**config.mk**
```make
export PLATFORM = sky130hd
export DESIGN_NAME = rng_arbiter
export DESIGN_NICKNAME = d
export VERILOG_FILES = /design/src/rtl/rng_pkg.sv /design/src/rtl/rng.sv /design/src/rtl/rng_arbiter.sv
export SDC_FILE = /design/constraint.sdc
export NUM_CORES = 1
export LEC_CHECK = 0
export CORE_MARGIN = 8
export CORE_UTILIZATION = 59
export CTS_BUF_LIST = sky130_fd_sc_hd__clkbuf_8
export DETAILED_ROUTE_END_ITERATION = 7
export DONT_BUFFER_PORTS = 1
export GPL_ROUTABILITY_DRIVEN = 0
export PLACE_DENSITY = 0.88
export SETUP_SLACK_MARGIN = 0.02
export SLEW_MARGIN = 20
export SYNTH_ARGS = -nofsm -noshare
export SYNTH_HDL_FRONTEND = slang
export SYNTH_SLANG_ARGS = --single-unit
```
**constraint.sdc**
```tcl
create_clock -name clk -period 2.1 [get_ports clk]
set_input_delay 0 -clock clk [delete_from_list [all_inputs] [get_ports clk]]
set_output_delay 0 -clock clk [all_outputs]
set_load 0.01 [all_outputs]
```
**src/rtl/rng_pkg.sv**
```systemverilog
// Shared constants and state encoding for the LFSR random number service.
package rng_pkg;

    localparam int unsigned RNG_W = 8;
    localparam logic [RNG_W-1:0] RNG_SEED = 8'h69;

    localparam int unsigned MIX_STEPS_DEF = 8;
    localparam int unsigned MAX_RETRY_DEF = 3;

    typedef enum logic [1:0] {
        IDLE  = 2'd0,
        MIX   = 2'd1,
        CHECK = 2'd2,
        GRANT = 2'd3
    } state_e;

endpackage

```
**src/rtl/rng.sv**
```systemverilog
// 8-bit XNOR-feedback LFSR; steps once per cycle while switch is high.
module rng
    import rng_pkg::*;
(
    input  logic             clk,
    input  logic             rst,
    input  logic             switch,
    output logic [RNG_W-1:0] out
);

    logic [RNG_W-1:0] out_q, out_d;

    always_comb begin
        out_d = out_q;
        if (switch) begin
            out_d = {out_q[6:0], ~(out_q[2] ^ out_q[3] ^ out_q[4] ^ out_q[6])};
        end
    end

    always_ff @(posedge clk or posedge rst) begin
        if (rst) begin
            out_q <= RNG_SEED;
        end else begin
            out_q <= out_d;
        end
    end

    assign out = out_q;

endmodule

```
**src/rtl/rng_arbiter.sv**
```systemverilog
// Round-robin arbiter sharing one LFSR among N_REQ requesters, returning a value
// in 0..bound[id] via rejection sampling with a bounded retry count.
module rng_arbiter
    import rng_pkg::*;
#(
    parameter int unsigned N_REQ     = 4,
    parameter int unsigned MIX_STEPS = MIX_STEPS_DEF,
    parameter int unsigned MAX_RETRY = MAX_RETRY_DEF
) (
    input  logic                   clk,
    input  logic                   rst,
    input  logic                   free_run,
    input  logic [N_REQ-1:0]       req,
    input  logic [N_REQ*RNG_W-1:0] bound,
    output logic [N_REQ-1:0]       ack,
    output logic [RNG_W-1:0]       rnd,
    output logic                   busy
);

    localparam int unsigned IdW    = $clog2(N_REQ);
    localparam int unsigned CntW   = (MIX_STEPS > 1) ? $clog2(MIX_STEPS) : 1;
    localparam int unsigned RetryW = (MAX_RETRY > 0) ? $clog2(MAX_RETRY + 1) : 1;

    localparam logic [CntW-1:0]   CntLoad  = CntW'(MIX_STEPS - 1);
    localparam logic [RetryW-1:0] RetryMax = RetryW'(MAX_RETRY);

    state_e              state_q, state_d;
    logic [IdW-1:0]      ptr_q, ptr_d;
    logic [IdW-1:0]      id_q, id_d;
    logic [RNG_W-1:0]    b_lat_q, b_lat_d;
    logic [CntW-1:0]     cnt_q, cnt_d;
    logic [RetryW-1:0]   retry_q, retry_d;
    logic [N_REQ-1:0]    ack_q, ack_d;
    logic [RNG_W-1:0]    rnd_q, rnd_d;
    logic                busy_q, busy_d;

    logic                rng_switch;
    logic [RNG_W-1:0]    rng_out;
    logic [IdW-1:0]      pick;
    logic [IdW-1:0]      idx;
    logic                found;

    rng u_rng (
        .clk    (clk),
        .rst    (rst),
        .switch (rng_switch),
        .out    (rng_out)
    );

    always_comb begin
        unique case (state_q)
            IDLE:    rng_switch = free_run;
            MIX:     rng_switch = 1'b1;
            default: rng_switch = 1'b0;
        endcase
    end

    // First set request at or after ptr, wrapping around.
    always_comb begin
        pick  = '0;
        idx   = '0;
        found = 1'b0;
        for (int unsigned k = 0; k < N_REQ; k++) begin
            idx = IdW'((32'(ptr_q) + k) % N_REQ);
            if (!found && req[idx]) begin
                pick  = idx;
                found = 1'b1;
            end
        end
    end

    always_comb begin
        state_d = state_q;
        ptr_d   = ptr_q;
        id_d    = id_q;
        b_lat_d = b_lat_q;
        cnt_d   = cnt_q;
        retry_d = retry_q;
        ack_d   = '0;
        rnd_d   = rnd_q;
        busy_d  = busy_q;
        unique case (state_q)
            IDLE: begin
                if (found) begin
                    id_d    = pick;
                    b_lat_d = bound[pick*RNG_W +: RNG_W];
                    cnt_d   = CntLoad;
                    retry_d = '0;
                    busy_d  = 1'b1;
                    state_d = MIX;
                end
            end
            MIX: begin
                if (cnt_q == '0) begin
                    state_d = CHECK;
                end else begin
                    cnt_d = cnt_q - 1'b1;
                end
            end
            CHECK: begin
                state_d = GRANT;
                ack_d   = N_REQ'(1) << id_q;
                if (b_lat_q == '0) begin
                    rnd_d = '0;
                end else if (rng_out <= b_lat_q) begin
                    rnd_d = rng_out;
                end else if (retry_q != RetryMax) begin
                    retry_d = retry_q + 1'b1;
                    cnt_d   = CntLoad;
                    state_d = MIX;
                    ack_d   = '0;
                end else begin
                    // Biased fallback once retries are exhausted; never exceeds b_lat.
                    rnd_d = rng_out & b_lat_q;
                end
            end
            GRANT: begin
                ptr_d   = (id_q == IdW'(N_REQ - 1)) ? '0 : id_q + 1'b1;
                busy_d  = 1'b0;
                state_d = IDLE;
            end
            default: state_d = IDLE;
        endcase
    end

    always_ff @(posedge clk or posedge rst) begin
        if (rst) begin
            state_q <= IDLE;
            ptr_q   <= '0;
            id_q    <= '0;
            b_lat_q <= '0;
            cnt_q   <= '0;
            retry_q <= '0;
            ack_q   <= '0;
            rnd_q   <= '0;
            busy_q  <= 1'b0;
        end else begin
            state_q <= state_d;
            ptr_q   <= ptr_d;
            id_q    <= id_d;
            b_lat_q <= b_lat_d;
            cnt_q   <= cnt_d;
            retry_q <= retry_d;
            ack_q   <= ack_d;
            rnd_q   <= rnd_d;
            busy_q  <= busy_d;
        end
    end

    assign ack  = ack_q;
    assign rnd  = rnd_q;
    assign busy = busy_q;

endmodule
```
==> key figures <==
Synth
  – Post-Syn Instances: 230
  – Leading area contributor after synthesis: dfrtp_1
  – Yosys warnings: 0
  – Area contributors post-synth: dfrtp_1, ha_1, mux2i_1
  – Synth Area in Simple Gates: 0.112
  – FFs w/ async S/R, synth: 1.00
  – Flops & latches, synth: 40
  – Main flop type after synthesis: dfrtp_1
  – Largest family of logic cells by synthesized area: multiplexers
  – Compound-cell area share of the yosys netlist: 0.146
  – Post-synthesis mux area share: 0.149
  – Adder-cell share of the synthesized area: 0.118
  – Yosys top cell area share: 0.369
  – Synthesized area: 2440 sq um
  – Post-synth cell types: 48
  – Synth Area in XOR/XNOR: 0.0108
  – Syn_area_per_cell: 10.6 sq um
  – Syn Nets: 292
  – Post-synthesis sequential area ratio: 0.412
  – EDFF count, synth: 0

CTS
  – Clock buffer count from CTS: 5
  – H-tree depth: 2
  – CTS tree: built
  – Clk_lat worst skew: 0.31 ns
  – Worst-path clk slew: 0.08 ns
  – Clock Tree Buf Depth: 2
  – Root Driver: clkbuf_8
  – CTS Sinks: 40

Floorplanning
  – Die W: 80.4 microns
  – Core area: 4000 sq um
  – Die ar.: 6460 sq um
  – Initial Util: 0.611
  – Row count: 23
  – Die Ht: 80.4 microns
  – IO Count: 52

Global route
  – GR Overflow Total: 0
  – Initial antenna violation count: 0
  – Vias in the first global route: 2436
  – Largest net degree at the start of global routing: 41
  – GRT Resource Usage Total: 0.273
  – First-pass GRT wire length: 13200 microns

Placement
  – I/O Buffers: 0
  – Setup WS pre-CTS: -0.468 ns
  – Post-Place Cells: 303
  – DP HPWL: 4190 microns

STA
  – Slew margin rel.: 0.401
  – Fin crit share: 1.12
  – Clk_skew: 0.0109 ns
  – Fin. max-slew vios: 0
  – Count of final hold-check violations: 0
  – RSZ-0062 raised after global routing: yes
  – Fin crit period: 2.35 ns
  – Fmax: 426 MHz
  – Worst-margin pin slew: 0.891 ns
  – Worst setup margin: -0.249 ns
  – Final Setup Violations: 17

Worst setup path
  – Setup slack, reg-to-reg: -0.25 ns
  – Crit end category: register
  – Critical path required time: 2.32 ns
  – Critical Path AT: 2.57 ns
  – Nature of the critical path startpoint: register
  – Crit path max fanout: 3
  – Worst setup path category: register to register

Job
  – Max cap viols: 0

Layout
  – Area of the multi-input gates: 1360 sq um
  – Filler Cells Inserted: 176
  – Share of layout cells above drive strength 1: 0.254
  – Post-Layout Cell Count: 350
  – Storage cell area: 1010 sq um
  – Synth-to-layout area growth: 32.0%
  – Fin nets: 360

Run status
  – Outcome: finished with violations
  – Failing checks: negative setup slack

Drt
  – Vias per std cell: 6.57
  – 1st-pass router iterations: 5
  – DRC violations left: 0
  – Final wirelength: 8730 microns
  – DR WL/cell: 24.9 microns
  – Post-DRT Antenna Nets: 0
  – Routed vias: 2299
  – Iteration-0 DRC Markers: 227

Power
  – Peak supply drop: 0.00101 V
  – Overall power: 5.47 mW
  – LEAKAGE: 1.56 nW
  – PwrDens: 1690 nW/um^2

Min path
  – Worst Hold Class: primary input to register
[cells in the final DEF, fill, tap and decap left out, drive strengths merged, types with 2 or more instances in the layout]
cell type,synthesis,layout
nand2b,3,3
nor4,3,3
and2,2,2
nand2,22,22
buf,5,37
a21oi,4,4
dfrtp,36,36
xnor2,2,2
dfstp,4,4
o31ai,10,10
dlygate4sd3,0,31
o21ai,13,13
and2b,2,2
mux2,16,16
nor2b,6,6
a22oi,8,8
mux2i,18,18
inv,21,22
nor2,8,8
o211ai,2,2
o21a,2,2
o311ai,2,2
clkbuf,2,5
nor3,2,2
ha,23,23
[final cells by class]
cell class	instances	area share
clock inverters	3	0.0120
well taps	50	0.0194
flip-flops and latches	40	0.312
inverters	21	0.0244
multi-input cells	162	0.422
repair buffers	68	0.189
diodes	1	0.000776
clock buffers	5	0.0213
[timing repair]
action | in CTS | in global routing
setup buffers | 6 | 1
pin swaps | 4 | 0
hold endpoints to repair | 44 | 0
setup endpoints to repair | 18 | 21
resized for setup | 9 | 9
hold buffers | 31 | 0
[stage by stage]
step,utilization,area [sq um],hold slack [ns],setup TNS (ns)
after floorplan,-,2440,0.215,0
after global placement,0.671,2680,0.0364,-2.94
after detailed placement,0.671,2680,0.0447,-4.54
after CTS,0.798,3190,0.00193,-0.279
after global routing,0.806,3220,0.0541,-3.94
final,0.806,3230,0.0672,-2.96
[critical path: stages (launching register included)]
cell and delay, ns:
dfstp_2 0.58, ha_4 0.21, a211o_1 0.31, and2_4 0.19, o311ai_4 0.29, buf_4 0.18, buf_4 0.11, nor3_4 0.04
nand2_2 0.12, mux2i_1 0.23
[synth_stat cells, drive strengths merged (2+ instances only)]
cell and instances:
dfrtp 36, ha 23, nand2 22, inv 21
mux2i 18, mux2 16, o21ai 13, o31ai 10
a22oi 8, nor2 8, nor2b 6, buf 5
a21oi 4, dfstp 4, nand2b 3, nor4 3
and2 2, and2b 2, clkbuf 2, nor3 2
o211ai 2, o21a 2, o311ai 2, xnor2 2
[layer usage]
metal	GRT usage	routed length, microns
met1	0.297	3090
met2	0.428	4040
met3	0.107	994
met4	0.185	605
met5	0	0
[worst paths after layout]
path / start / endpoint / cells after the start
setup reg to reg: u_rng.out[5] / retry_q[0] / 9
min in group asynchronous: rst / u_rng.out[4] / 3
hold reg to reg: cnt_q[0] / cnt_q[0] / 1
setup / recovery: u_rng.out[5] / retry_q[0] / 9
max in group asynchronous: rst / u_rng.out[3] / 3
hold / removal: bound[9] / b_lat_q[1] / 3
[state kept, by name, summed over array words and instances (netlist names)]
| register | flops |
|---|---|
| rnd | 8 |
| ack | 4 |
| state_q | 2 |
| id_q | 2 |
| busy | 1 |
| cnt_q | 3 |
| u_rng.out | 8 |
| ptr_q | 2 |
| retry_q | 2 |
| b_lat_q | 8 |
[report_power, final]
group	switching (mW)	total, mW	internal, mW
logic	1.77	3.39	1.61
clock network	0.284	0.633	0.348
registers	0.320	1.45	1.13
[kinds of logic after synthesis]
group | Yosys count
AND/OR/NAND/NOR | 54
AO/OA/AOI/OAI | 48
flip-flops | 40
multiplexers | 34
buffers and inverters | 28
adder cells (fa/ha/maj) | 23
XOR/XNOR | 3
Note: power is estimated with default switching activity, not from simulation.
